[src/rtl/ram_fifo_ctrl.sv]
// First-word-fall-through FIFO controller over a 1-cycle-latency dual-port RAM; capacity is RAM depth plus one head slot.
// Push-to-valid latency is 2 cycles; AFull refuses pushes while the RAM is full, and the head holds until ARdAck.
module ram_fifo_ctrl #(
  parameter int CAddrLen = 8,
  parameter int CDataLen = 16
) (
  input  logic                AClkH,
  input  logic                AResetN,
  input  logic                AClkHEn,
  input  logic                AClr,
  input  logic [CDataLen-1:0] AWrData,
  input  logic                AWrReq,
  output logic                AFull,
  output logic [CDataLen-1:0] ARdData,
  output logic                ARdValid,
  input  logic                ARdAck,
  output logic [CAddrLen:0]   ACount,
  output logic                AOvf,
  output logic                AUnf,
  output logic [CAddrLen-1:0] ARamWrAddr,
  output logic [CDataLen-1:0] ARamWrData,
  output logic                ARamWrEn,
  output logic [CAddrLen-1:0] ARamRdAddr,
  output logic                ARamRdEn,
  input  logic [CDataLen-1:0] ARamRdData
);

  localparam logic [CAddrLen:0]   CntFull = {1'b1, {CAddrLen{1'b0}}};
  localparam logic [CAddrLen:0]   CntOne  = (CAddrLen+1)'(1);
  localparam logic [CAddrLen-1:0] PtrOne  = (CAddrLen)'(1);

  logic                run_q, run_d;
  logic [CAddrLen-1:0] wr_ptr_q, wr_ptr_d;
  logic [CAddrLen-1:0] rd_ptr_q, rd_ptr_d;
  logic [CAddrLen:0]   ram_cnt_q, ram_cnt_d;
  logic                in_flight_q, in_flight_d;
  logic                out_vld_q, out_vld_d;
  logic [CDataLen-1:0] out_dat_q, out_dat_d;
  logic                ovf_q, ovf_d;
  logic                unf_q, unf_d;

  logic full;
  logic head;
  logic act;
  logic wr;
  logic pop;
  logic iss;

  assign act  = AClkHEn & ~AClr;
  assign full = ~run_q | (ram_cnt_q == CntFull);
  assign head = out_vld_q | in_flight_q;
  assign wr   = AWrReq & ~full & act;
  assign pop  = ARdAck & head & act;
  // Refill the head whenever it is empty or being consumed this cycle.
  assign iss  = (ram_cnt_q != '0) & (~head | pop) & run_q & act;

  assign AFull      = full;
  assign ARdValid   = head;
  assign ARdData    = in_flight_q ? ARamRdData : out_dat_q;
  assign ACount     = ram_cnt_q + {{CAddrLen{1'b0}}, head};
  assign AOvf       = ovf_q;
  assign AUnf       = unf_q;
  assign ARamWrAddr = wr_ptr_q;
  assign ARamWrData = AWrData;
  assign ARamWrEn   = wr;
  assign ARamRdAddr = rd_ptr_q;
  assign ARamRdEn   = iss;

  always_comb begin
    run_d       = run_q;
    wr_ptr_d    = wr_ptr_q;
    rd_ptr_d    = rd_ptr_q;
    ram_cnt_d   = ram_cnt_q;
    in_flight_d = in_flight_q;
    out_vld_d   = out_vld_q;
    out_dat_d   = out_dat_q;
    ovf_d       = ovf_q;
    unf_d       = unf_q;
    if (AClkHEn) begin
      run_d = 1'b1;
      if (AClr) begin
        wr_ptr_d    = '0;
        rd_ptr_d    = '0;
        ram_cnt_d   = '0;
        in_flight_d = 1'b0;
        out_vld_d   = 1'b0;
        out_dat_d   = '0;
        ovf_d       = 1'b0;
        unf_d       = 1'b0;
      end else begin
        if (wr) wr_ptr_d = wr_ptr_q + PtrOne;
        if (iss) rd_ptr_d = rd_ptr_q + PtrOne;
        if (wr && !iss) ram_cnt_d = ram_cnt_q + CntOne;
        else if (iss && !wr) ram_cnt_d = ram_cnt_q - CntOne;
        // The RAM output is only valid for one cycle, so an unconsumed word is parked in the head register.
        if (iss) begin
          in_flight_d = 1'b1;
          out_vld_d   = 1'b0;
        end else if (pop) begin
          in_flight_d = 1'b0;
          out_vld_d   = 1'b0;
        end else if (in_flight_q) begin
          out_dat_d   = ARamRdData;
          out_vld_d   = 1'b1;
          in_flight_d = 1'b0;
        end
        if (AWrReq && full && run_q) ovf_d = 1'b1;
        if (ARdAck && !head) unf_d = 1'b1;
      end
    end
  end

  always_ff @(posedge AClkH or negedge AResetN) begin
    if (!AResetN) begin
      run_q       <= 1'b0;
      wr_ptr_q    <= '0;
      rd_ptr_q    <= '0;
      ram_cnt_q   <= '0;
      in_flight_q <= 1'b0;
      out_vld_q   <= 1'b0;
      out_dat_q   <= '0;
      ovf_q       <= 1'b0;
      unf_q       <= 1'b0;
    end else begin
      run_q       <= run_d;
      wr_ptr_q    <= wr_ptr_d;
      rd_ptr_q    <= rd_ptr_d;
      ram_cnt_q   <= ram_cnt_d;
      in_flight_q <= in_flight_d;
      out_vld_q   <= out_vld_d;
      out_dat_q   <= out_dat_d;
      ovf_q       <= ovf_d;
      unf_q       <= unf_d;
    end
  end

endmodule

[config.mk]
export PLATFORM = sky130hd
export DESIGN_NAME = ram_fifo_ctrl
export DESIGN_NICKNAME = d
export VERILOG_FILES = /design/src/rtl/ram_fifo_ctrl.sv
export SDC_FILE = /design/constraint.sdc
export NUM_CORES = 1
export LEC_CHECK = 0
export ABC_AREA = 1
export CAP_MARGIN = 20
export CORE_MARGIN = 4
export CORE_UTILIZATION = 35
export CTS_CLUSTER_SIZE = 16
export DETAILED_ROUTE_END_ITERATION = 8
export HOLD_SLACK_MARGIN = 0.05
export SLEW_MARGIN = 20
export SYNTH_ARGS = -nofsm -noshare
export SYNTH_HDL_FRONTEND = slang
export SYNTH_SLANG_ARGS = --single-unit
[constraint.sdc]
create_clock -name AClkH -period 6.8 [get_ports AClkH]
set_clock_uncertainty 0.05 [all_clocks]
set_input_delay 2.04 -clock AClkH [delete_from_list [all_inputs] [get_ports AClkH]]
set_output_delay 2.04 -clock AClkH [all_outputs]
set_load 0.02 [all_outputs]
# After elaboration in Yosys (flattened, before gate mapping)
# Index checks and enable logic that the tools add are counted.
[op_classes]
n_addsub = 5
muxes = 21
n_reduce_logical = 22
n_eq_ne = 3
n_bitwise = 15
[ops]
columns = ["op", "count"]
rows = [
  ["$mux 16", 4],
  ["$mux 8", 4],
  ["$mux 9", 3],
  ["$add 8x1->8 const B", 2],
  ["$reduce_and 2->1", 6],
  ["$mux 1", 10],
  ["$add 9x1->9", 1],
  ["$add 9x1->9 const B", 1],
  ["$eq 9x9->1 const B", 1],
  ["$reduce_bool 9->1", 1],
  ["$sub 9x1->9 const B", 1],
  ["$and 1x1->1", 8],
  ["$reduce_bool 2->1", 4],
  ["$logic_and 1x1->1", 5],
  ["$ne 2x2->1 const B", 2],
  ["$not 1->1", 4],
  ["$reduce_bool 4->1", 1],
  ["$logic_not 1->1", 3],
  ["$or 1x1->1", 3],
  ["$reduce_and 3->1", 1],
  ["$reduce_bool 3->1", 1],
]
[word_totals]
wordCells = 75
out_inout_bits = 63
inputBits = 38
regBits = 46

# Depth between registers and ports, before layout
# Gate-level depths: netlist of run 1.
[depth]
ltp_word = 11
ltp_mapped = 15
ltp_nobuf = 15

# Least setup slack after synthesis of run 1
# OpenSTA, ideal clock, no wires.
[synth_timing]
path_kind = "input to output"
start = "input port AClkHEn"
end = "output port ARamRdEn"
arrival_time_ps = 2590
slack_ps = 2120
stages = 6
t_required_ps = 4710
n_path_buf = 0
path_cell_list = "inv_2 -> nor2_4 -> nand2_2 -> a21oi_4 -> nand2_4 -> inv_4"
[synth_via]
elab_chain_len = 6
[synth_rtl]
columns = ["element", "line_no", "rtl"]
rows = [
  ["from (decl)", "9", "input logic AClkHEn,"],
  ["$and 1x1->1 (*)", "49", "assign act = AClkHEn & ~AClr;"],
  ["$and 1x1->1", "53", "assign pop = ARdAck & head & act;"],
  ["$or 1x1->1", "55", "assign iss = (ram_cnt_q != '0) & (~head | pop) & run_q & act;"],
  ["$and 1x1->1 (2 in series)", "55", ""],
  ["$and 1x1->1 (*)", "55", ""],
  ["to (decl)", "24", "output logic ARamRdEn,"],
]
# Every way passes the cells marked *; elsewhere a longest branch is shown, timed or not.

# Final worst setup path of run 1
# Same ends and word-level chain as after synthesis.

==> metrics.md, run 1 <==
| Metric | Value |
|---|---|
| Synth async-reset ratio | `100%` |
| Antenna Violating Nets Remaining | `0` |
| Worst skew pair latency | `0.30 ns` |
| Die ar. | `0.0103 mm^2` |
| Nets | `469` |
| Internal Power | `800 uW` |
| CP delay by family, top | `buffers and inverters` |
| Gr usage total | `14.1%` |
| Startpoint Class | `primary input` |
| Arrival @ worst endpoint | `3.87 ns` |
| Synth Area in XOR/XNOR | `4.31%` |
| Max Cap Viol | `0` |
| Routability cong. | `0.872` |
| Share of layout cells above drive strength 1 | `14.3%` |
| Crit path cell chain | `clkdlybuf4s50_1 -> inv_2 -> nor2_4 -> nand2_2 -> a21oi_4 -> nand2_4 -> inv_4 -> clkdlybuf4s50_1` |
| Top cells by area, synth | `dfrtp_1 (38%), nand2_1 (7.5%), ha_1 (4.9%)` |
| Final number of setup-violating endpoints | `0` |
| Sw Pwr | `614 uW` |
| Die W | `101 um` |
| Drt drc | `0` |
| Mux cell area share after synthesis | `0%` |
| WS Path Type | `in -> out` |
| Initial antenna violation count | `0` |
| Combinational share of power | `55.8%` |
| Worst Tran Pin Value | `0.899 ns` |
| Clock share of power | `14.7%` |
| Clk pin slew, worst setup/hold paths | `0.09 ns` |
| CTS tree | `built` |
| Design area | `0.00383 mm^2` |
| Port buffer count | `68` |
| Status | `finished clean` |
| Worst-path maximum fanout | `10` |
| Syn Inst Count | `363` |
| Synth top cells by count | `nand2_1 (61), dfrtp_1 (46), inv_1 (38)` |
| PD cells | `369 mW/mm^2` |
| Final WL | `7.10 mm` |
| Flop pwr share | `29.5%` |
| First-pass detailed-route iteration total | `4` |
| Crit share post-route | `87.6%` |
| Post-synth top area cell | `dfrtp_1` |
| Post-synthesis simple-gate area fraction | `24.0%` |
| Largest net degree at the start of global routing | `47` |
| Hold_buf cts | `0` |
| Req. time, crit path | `4.71 ns` |
| Ant. Diodes | `0` |
| Post-synth net total | `414` |
| Detail Placement HPWL | `5.24 mm` |
| Synth unique cells | `41` |
| Syn. warnings | `0` |
| Die height | `101 um` |
| Setup ws final | `0.842 ns` |
| Worst setup EP type | `output pin` |
| Synth Area in Compound Gates | `17.5%` |
| Core region area | `0.00834 mm^2` |
| Clock sinks | `46` |
| Post-Syn Area | `0.00305 mm^2` |
| Top-Level Pins | `101` |
| Buf+Inv Stages, Crit Path | `4` |
| Post-synth top area share | `37.8%` |
| Inserted Clock Buffers | `5` |
| Synth Area per Inst | `8.39 um^2` |
| Number of enable flip-flop cells after synthesis | `0` |
| Fin Setup TNS | `0 ns` |
| DP Area | `0.00371 mm^2` |
| DR iter-0 viols | `87` |
| First-pass GRT wire length | `11.7 mm` |
| Most frequent CP cell | `clkdlybuf4s50_1` |
| Hold Fails Final Rpt | `0` |
| Vias/cell | `4.82` |
| Area share of fa/ha/maj cells after synthesis | `5.59%` |
| Main combinational cell family by area after synthesis | `simple AND/OR/NAND/NOR gates` |
| Initial Util | `36.5%` |
| Post-route minimum period | `5.96 ns` |
| P_leak | `0.00172 uW` |
| Hold Path Class | `reg -> reg` |
| GRT Residual Overflow | `0` |
| Sw Ratio | `43.4%` |
| CP max-delay cell | `clkdlybuf4s50_1` |
| Relative slew slack | `39.9%` |
| Routed via count | `2525` |
| Drt wl/cell | `13.5 um` |
| Gates resized, CTS repair | `0` |
| Top FF cell, synth | `dfrtp_1` |
| Seq/Total Area, Yosys | `37.8%` |
| Placed cell count | `516` |
| Max rail drop VDD | `236 uV` |
| Clk buf depth | `2` |
| Rows | `33` |
| Fmax achieved | `168 MHz` |
| Area delta synth->final | `25.7%` |
| Worst slack at placement | `0.851 ns` |
| Root Buffer | `clkbuf_8` |
| RSZ-0062 raised after global routing | `no` |
| Post-route insts no fill | `524` |
| Vias in the first global route | `2493` |
| Synthesized flop and latch total | `46` |
| Crit path largest cell delay | `0.60 ns` |
| Most frequent cell after synthesis | `nand2_1` |
| Post-CTS Setup Inserts | `0` |
| Final Max Tran Viols | `0` |
| H-tree lvl count | `2` |
==> state kept, by name, summed over array words and instances (netlist names) <==
register,cells
AOvf,1
ARamRdAddr,8
in_flight_q,1
out_dat_q,16
out_vld_q,1
AUnf,1
ARamWrAddr,8
ram_cnt_q,9
run_q,1
==> area by class of cell <==
type	instances	area, um^2
Multi-Input combinational cell	251	1570
Inverter	43	166
Timing Repair Buffer	71	701
Fill cell	818	4510
Tap cell	105	131
Clock inverter	3	45.0
Sequential cell	46	1150
Clock buffer	5	68.8
==> cells in the final DEF, fill, tap and decap left out, types with 10 or more instances in the layout <==
cell              n
dfrtp_1          46
nand2_1          61
or2_2            18
inv_1            38
ha_1             12
clkdlybuf4s50_1  67
xor2_1           11
nand3_1          18
nor2_1           29
a21oi_1          14
o21ai_0          24
o31ai_2          10
==> per-layer routing <==
layer  share of wire [%]  global-route usage (%)  vias up
met1                  46                    18.9     1144
met4                 1.9                    4.70        0
met3                 6.6                    2.96       10
li1                    -                       -     1291
met2                  45                    22.8       80
met5                   0                       0        -
==> cell families (layout without fill, tap and decap cells) <==
kind of cell / count (synthesis) / count (layout)
xor+xnor: 15 / 15
simple gates: 147 / 147
buf+inv: 66 / 122
flops: 46 / 46
fa+ha+maj: 13 / 13
compound gates: 76 / 76
==> final timing paths <==
path | from | endpoint | slack, ns | cells past startpoint
worst min register to register | out_dat_q[13] | out_dat_q[13] | 0.44 | 2
max in group asynchronous | AResetN | run_q | 4.61 | 1
worst min-delay path | out_dat_q[13] | out_dat_q[13] | 0.44 | 2
worst max-delay path | AClkHEn | ARamRdEn | 0.84 | 8
worst max register to register | ram_cnt_q[2] | ram_cnt_q[6] | 4.16 | 15
min in group asynchronous | AResetN | ARamRdAddr[7] | 1.70 | 1
==> metrics by stage <==
stage | hold slack [ns] | utilization, % | power [uW]
floorplan | 0.396 | - | 949
global placement | 0.410 | 44.5 | 1210
detailed placement | 0.414 | 44.5 | 1220
CTS | 0.437 | 45.9 | 1430
global route | 0.465 | 45.9 | 1530
finish | 0.435 | 45.9 | 1410
==> worst reg2reg max path: cells and delay by family, from the launching register on <==
| family | cells | cell delay, ns |
|---|---|---|
| AO/OA/AOI/OAI | 3 | 0.27 |
| adder cells (fa/ha/maj) | 1 | 0.40 |
| buffers and inverters | 2 | 0.24 |
| flip-flops | 1 | 0.48 |
| AND/OR/NAND/NOR | 9 | 1.09 |
==> power by group through the flow <==
stage                     logic, uW  registers, uW  clock network, uW
after global routing            874            432                228
after CTS                       797            419                216
after floorplan                 524            425                  0
after detailed placement        792            424                  0
final                           789            418                207
after global placement          786            421                  0
(Power assumes the default switching activity.)
==> inputs of run 2 (changes only) <==
--- a/config.mk
+++ b/config.mk
@@ -8,10 +8,11 @@
 export ABC_AREA = 1
 export CAP_MARGIN = 20
 export CORE_MARGIN = 4
-export CORE_UTILIZATION = 35
+export CORE_UTILIZATION = 50
 export CTS_CLUSTER_SIZE = 16
 export DETAILED_ROUTE_END_ITERATION = 8
 export HOLD_SLACK_MARGIN = 0.05
+export PLACE_DENSITY = 0.86
 export SLEW_MARGIN = 20
 export SYNTH_ARGS = -nofsm -noshare
 export SYNTH_HDL_FRONTEND = slang
==> run 2 against run 1 <==
  * Sequential share of layout area up 0.45 points
  * Combinational power about the same
  * First-iteration DRC count up 44%
  * Die area down 28%
  * Flip-flop and latch count unchanged
==> metrics.md, run 2 (synthesized netlist as in run 1, its figures left out) <==
| Metric | Value |
|---|---|
| Status | `finished clean` |
| Design area | `0.00377 mm^2 (-1.5%)` |
| WL met2 | `3.51 mm (+9.6%)` |
| Number of flip-flops in the largest register | `16 (unchanged)` |
| Worst-path maximum fanout | `10 (unchanged)` |
| Worst Tran Pin Value | `0.856 ns (-0.0426 ns)` |
| CTS tree | `built` |
| Port buffer count | `68 (unchanged)` |
| Vias/cell | `5.31 (+10%)` |
| Area delta synth->final | `23.9%` |
| Core region area | `0.00592 mm^2 (-29%)` |
| Crit share post-route | `88.2% (+0.59 points)` |
| Startpoint Class | `primary input` |
| Max Cap Viol | `0 (unchanged)` |
| Final Max Tran Viols | `0 (unchanged)` |
| Top-Level Pins | `101 (unchanged)` |
| Top flop regs | `out_dat_q (16), ram_cnt_q (9)` |
| Vias in the first global route | `2661 (+6.7%)` |
| Final number of setup-violating endpoints | `0 (unchanged)` |
| RSZ-0062 raised after global routing | `no` |
| Clk buf depth | `2 (unchanged)` |
| DP Area | `0.00366 mm^2 (-1.4%)` |
| Reg-to-Reg Start | `in_flight_q` |
| First-pass GRT wire length | `11.9 mm (+1.8%)` |
| Hold Fails Final Rpt | `0 (unchanged)` |
| Nets | `467 (-0.43%)` |
| Gr usage total | `19.8% (+5.7 points)` |
| Hold Path Class | `reg -> reg` |
| Worst skew pair latency | `0.30 ns (about the same)` |
| Largest net degree at the start of global routing | `47 (unchanged)` |
| P_leak | `0.00171 uW (-0.55%)` |
| Share of layout cells above drive strength 1 | `13.7% (-0.65 points)` |
| Worst Setup EP | `ARamRdEn` |
| Clk pin slew, worst setup/hold paths | `0.08 ns (about the same)` |
| Initial Util | `51.4% (+15 points)` |
| Hold_buf cts | `0 (unchanged)` |
| Die W | `86.0 um (-15%)` |
| Top Layer Used | `met4` |
| Register-to-Register Path Depth | `14 (-1)` |
| Fmax achieved | `167 MHz (-0.67%)` |
| Root Buffer | `clkbuf_8` |
| DR iter-0 viols | `125 (+44%)` |
| Detail Placement HPWL | `5.32 mm (+1.6%)` |
| H-tree lvl count | `2 (unchanged)` |
| Drt drc | `0 (unchanged)` |
| Antenna Violating Nets Remaining | `0 (unchanged)` |
| Worst hold stages | `2 (unchanged)` |
| Worst setup EP type | `output pin` |
| Worst Setup SP | `AClkHEn` |
| Fin Setup TNS | `0 ns (unchanged)` |
| Commonest non-fill, non-tap cell in the layout | `clkdlybuf4s50_1` |
| Inserted Clock Buffers | `5 (unchanged)` |
| Post-CTS Setup Inserts | `0 (unchanged)` |
| First-pass detailed-route iteration total | `5 (+1)` |
| Post-route insts no fill | `492 (-6.1%)` |
| Relative slew slack | `42.7% (+2.9 points)` |
| Most frequent cells in the layout | `clkdlybuf4s50_1 (67), nand2_1 (61), dfrtp_1 (46)` |
| Die height | `86.0 um (-15%)` |
| Die ar. | `0.00740 mm^2 (-28%)` |
| Placed cell count | `484 (-6.2%)` |
| Largest reg by FF count | `out_dat_q` |
| Max rail drop VDD | `231 uV (-2.2%)` |
| Drt wl/cell | `14.5 um (+6.9%)` |
| Arrival @ worst endpoint | `3.91 ns (+0.04 ns)` |
| FF-to-FF setup slack | `3.96 ns (-0.20 ns)` |
| Initial antenna violation count | `0 (unchanged)` |
| Routability cong. | `0.852 (-2.3%)` |
| GRT Residual Overflow | `0 (unchanged)` |
| Reg-to-reg endpoint | `ram_cnt_q[6]` |
| Req. time, crit path | `4.71 ns (about the same)` |
| Pwr Total | `1420 uW (+0.42%)` |
| Ant. Diodes | `0 (unchanged)` |
| Met1 Wirelength | `2.95 mm (-10%)` |
| Gates resized, CTS repair | `0 (unchanged)` |
| PD cells | `376 mW/mm^2 (+1.9%)` |
| Met3 WL | `510 um (+9.4%)` |
| Post-route minimum period | `6.00 ns (+0.0404 ns)` |
| Routed via count | `2612 (+3.4%)` |
| Final WL | `7.13 mm (+0.41%)` |
| Rows | `28 (-15%)` |
| WS Path Type | `in -> out` |
| Clock sinks | `46 (unchanged)` |
run 2: cell types whose count changed in the layout (fill, tap and decap cells not counted):
cell,change
clkinvlp_4,-1
buf_4,-2
clkbuf_1,+1
run 2: worst min path at each step:
stage	start	end	slack [ns]
6_report	out_dat_q[11]	out_dat_q[11]	0.44
5_1_grt	out_dat_q[11]	out_dat_q[11]	0.45
4_1_cts	out_dat_q[14]	out_dat_q[14]	0.44
3_5_place_dp	out_dat_q[14]	out_dat_q[14]	0.42
3_3_place_gp	out_dat_q[1]	out_dat_q[1]	0.41
2_1_floorplan	out_dat_q[0]	out_dat_q[0]	0.40
run 2: stage by stage:
stage	util (%)	setup slack (ns)	hold WS, ns
finish	63.7	0.801	0.436
global placement	61.8	0.881	0.409
global route	63.7	0.695	0.450
detailed placement	61.8	0.811	0.417
floorplan	-	2.12	0.396
CTS	63.7	0.795	0.438
run 2: worst max-delay path, stage by stage:
cell and delay, ns:
clkdlybuf4s50_1 0.58, inv_2 0.10, nor2_4 0.10, nand2_2 0.07
a21oi_4 0.17, nand2_4 0.15, inv_4 0.11, clkdlybuf4s50_1 0.60
run 2: final cells by class:
class	instances	area, um^2
clock buffers	6	72.6
clock inverters	2	37.5
fillers	490	2150
inverters	43	166
multi-input cells	251	1570
flip-flops and latches	46	1150
well taps	75	93.8
repair buffers	69	686
run 2: metal layers:
layer / up-vias / track usage [%]
met3: 16 / 4.61
met1: 1217 / 23.7
met4: 0 / 7.05
met2: 83 / 34.5
met5: - / 0
li1: 1296 / -
run 2: power breakdown:
group          leakage, uW  switching, uW  internal [uW]
registers         0.000609           83.4            343
logic              0.00105            444            346
clock network    0.0000514           94.1            110
==> inputs of run 3 (changes only) <==
--- a/config.mk
+++ b/config.mk
@@ -9,9 +9,11 @@
 export CAP_MARGIN = 20
 export CORE_MARGIN = 4
 export CORE_UTILIZATION = 50
-export CTS_CLUSTER_SIZE = 16
+export CTS_CLUSTER_SIZE = 20
 export DETAILED_ROUTE_END_ITERATION = 8
+export GPL_TIMING_DRIVEN = 0
 export HOLD_SLACK_MARGIN = 0.05
+export MAX_ROUTING_LAYER = met4
 export PLACE_DENSITY = 0.86
 export SLEW_MARGIN = 20
 export SYNTH_ARGS = -nofsm -noshare
==> run 3 against run 2 <==
  * Critical path depth is the same
  * Routed wire length grew 6.2%
  * Fmax grew 0.51%
  * Hold slack gained 0.00096 ns
  * Clock power shrank 21%
  * Die area is the same
  * First-iteration DRC count grew 22%
  * Final cell count grew 7.7%
  * Combinational power grew 5.7%
  * Largest cell class unchanged
  * Largest power group unchanged
==> metrics.md, run 3 (synthesized netlist as in run 1, its figures left out) <==
| Metric | Value |
|---|---|
| RSZ-0062 raised after global routing | `no` |
| DR iter-0 viols | `153 (+22%)` |
| H-tree lvl count | `2 (unchanged)` |
| Reg-to-reg endpoint | `ram_cnt_q[8]` |
| Post-route insts no fill | `530 (+7.7%)` |
| Antenna Violating Nets Remaining | `0 (unchanged)` |
| Placed cell count | `523 (+8.1%)` |
| Hold Path Class | `reg -> reg` |
| Routed via count | `2738 (+4.8%)` |
| Final Max Tran Viols | `0 (unchanged)` |
| Nets | `506 (+8.4%)` |
| Hold Path Sink | `out_dat_q[9]` |
| DP Area | `0.00400 mm^2 (+9.2%)` |
| Die W | `86.0 um (unchanged)` |
| Final number of setup-violating endpoints | `0 (unchanged)` |
| CTS tree | `built` |
| Design area | `0.00407 mm^2 (+8.0%)` |
| P_leak | `0.00186 uW (+9.1%)` |
| Final WL | `7.57 mm (+6.2%)` |
| Area delta synth->final | `33.8%` |
| Hold Fails Final Rpt | `0 (unchanged)` |
| Routability cong. | `0.838 (-1.6%)` |
| First-pass detailed-route iteration total | `4 (-1)` |
| Sw Ratio | `45.0% (+1.3 points)` |
| Gates resized, CTS repair | `0 (unchanged)` |
| Rows | `28 (unchanged)` |
| Fin Setup TNS | `0 ns (unchanged)` |
| Most frequent cells in the layout | `clkdlybuf4s50_1 (83), nand2_1 (61), dfrtp_1 (46)` |
| Die ar. | `0.00740 mm^2 (unchanged)` |
| Fillers | `454 (-7.3%)` |
| Detail Placement HPWL | `5.90 mm (+11%)` |
| Max Cap Viol | `0 (unchanged)` |
| Top-Level Pins | `101 (unchanged)` |
| Largest reg by FF count | `out_dat_q` |
| Worst setup EP type | `output pin` |
| Vias/cell | `5.17 (-2.7%)` |
| Clock sinks | `46 (unchanged)` |
| Startpoint Class | `primary input` |
| Internal Power | `779 uW (-2.4%)` |
| Post-route minimum period | `5.97 ns (-0.0303 ns)` |
| Worst-path maximum fanout | `10 (unchanged)` |
| Post-CTS Setup Inserts | `0 (unchanged)` |
| Req. time, crit path | `4.71 ns (about the same)` |
| Combinational share of power | `58.8% (+3.2 points)` |
| Flop pwr share | `29.8% (-0.3 points)` |
| Worst Hold Launch | `out_dat_q[9]` |
| Share of layout cells above drive strength 1 | `16.7% (+3.0 points)` |
| Number of flip-flops in the largest register | `16 (unchanged)` |
| Fmax achieved | `168 MHz (+0.51%)` |
| Relative slew slack | `60.3% (+18 points)` |
| Vias in the first global route | `2753 (+3.5%)` |
| Status | `finished clean` |
| Initial Util | `51.4% (unchanged)` |
| WS Path Type | `in -> out` |
| Setup ws final | `0.832 ns (+0.0303 ns)` |
| Gr usage total | `21.6% (+1.8 points)` |
| Ant. Diodes | `0 (unchanged)` |
| Worst slack at placement | `0.840 ns (+0.0290 ns)` |
| Top flop regs | `out_dat_q (16), ram_cnt_q (9)` |
| Inserted Clock Buffers | `5 (unchanged)` |
| Port buffer count | `84 (+24%)` |
| Worst hold stages | `2 (unchanged)` |
| Die height | `86.0 um (unchanged)` |
| Clock share of power | `11.3% (-3.1 points)` |
| Max rail drop VDD | `232 uV (+0.32%)` |
| Clk buf depth | `2 (unchanged)` |
| Root Buffer | `clkbuf_8` |
| Final Hold Slack | `0.437 ns (+0.000960 ns)` |
| GRT Residual Overflow | `0 (unchanged)` |
| Hold_buf cts | `0 (unchanged)` |
| Clk pin slew, worst setup/hold paths | `0.08 ns (about the same)` |
| Worst skew pair latency | `0.30 ns (about the same)` |
| Worst Tran Pin Value | `0.595 ns (-0.261 ns)` |
| Core region area | `0.00592 mm^2 (unchanged)` |
| Sw Pwr | `638 uW (+2.7%)` |
| FF-to-FF setup slack | `4.05 ns (+0.09 ns)` |
| Initial antenna violation count | `0 (unchanged)` |
| Drt drc | `0 (unchanged)` |
| PD cells | `348 mW/mm^2 (-7.6%)` |
| Drt wl/cell | `14.3 um (-1.4%)` |
| Largest net degree at the start of global routing | `30 (-36%)` |
| Register-to-Register Path Depth | `14 (unchanged)` |
| Reg-to-Reg Start | `in_flight_q` |
| Commonest non-fill, non-tap cell in the layout | `clkdlybuf4s50_1` |
| First-pass GRT wire length | `12.6 mm (+5.9%)` |
| Crit share post-route | `87.8% (-0.45 points)` |
| Arrival @ worst endpoint | `3.88 ns (-0.03 ns)` |
## run 3: cell count changes in the layout (fill, tap and decap cells not counted)
cell             before  now
clkdlybuf4s50_1      67   83
buf_4                 2   16
clkbuf_1              1    4
buf_2                 0    2
buf_6                 0    2
clkinv_2              0    2
buf_12                0    1
bufinv_16             1    0
clkinvlp_4            1    0
## run 3: worst max-delay path by stage
stage / cells after the start / startpoint / end / slack, ns
finish: 8 / AClkHEn / ARamRdEn / 0.83
global route: 8 / AClkHEn / ARamRdEn / 0.74
CTS: 8 / AClkHEn / ARamRdEn / 0.82
detailed placement: 8 / AClkHEn / ARamRdEn / 0.84
global placement: 8 / AClkHEn / ARamRdEn / 0.81
floorplan: 6 / AClkHEn / ARamRdEn / 2.12
## run 3: final cells by class
cell class | count | area (um^2) | area share (%)
multi-input combinational | 251 | 1570 | 38.4
sequential | 46 | 1150 | 28.3
timing repair buffer | 85 | 856 | 21.0
inverter | 43 | 166 | 4.08
buffer | 23 | 163 | 3.99
tap | 75 | 93.8 | 2.30
clock buffer | 5 | 68.8 | 1.69
clock inverter | 2 | 10.0 | 0.246
## run 3: per-stage QoR
step / utilization (%) / power, uW
2_1_floorplan: - / 949
3_3_place_gp: 67.2 / 1220
3_5_place_dp: 67.5 / 1260
4_1_cts: 68.8 / 1420
5_1_grt: 68.8 / 1530
6_report: 68.8 / 1420
## run 3: per-layer routing
layer	track usage, %	vias up	routed length [um]	share of wire [%]
li1	-	1362	-	-
met1	25.6	1275	3090	41
met2	37.5	91	3870	51
met3	3.55	10	523	6.9
met4	6.62	0	86	1.1
met5	-	-	0	0
## run 3: critical path, stage by stage
cell and delay [ns]:
clkdlybuf4s50_1 0.57, inv_2 0.09, nor2_4 0.10, nand2_2 0.07
a21oi_4 0.15, nand2_4 0.14, inv_4 0.11, clkdlybuf4s50_1 0.60
## run 3: power by group through the flow
stage	logic (uW)	clock network [uW]	registers, uW
floorplan	524	0	425
global placement	797	0	422
detailed placement	830	0	426
CTS	839	161	420
global route	916	175	434
finish	834	161	423
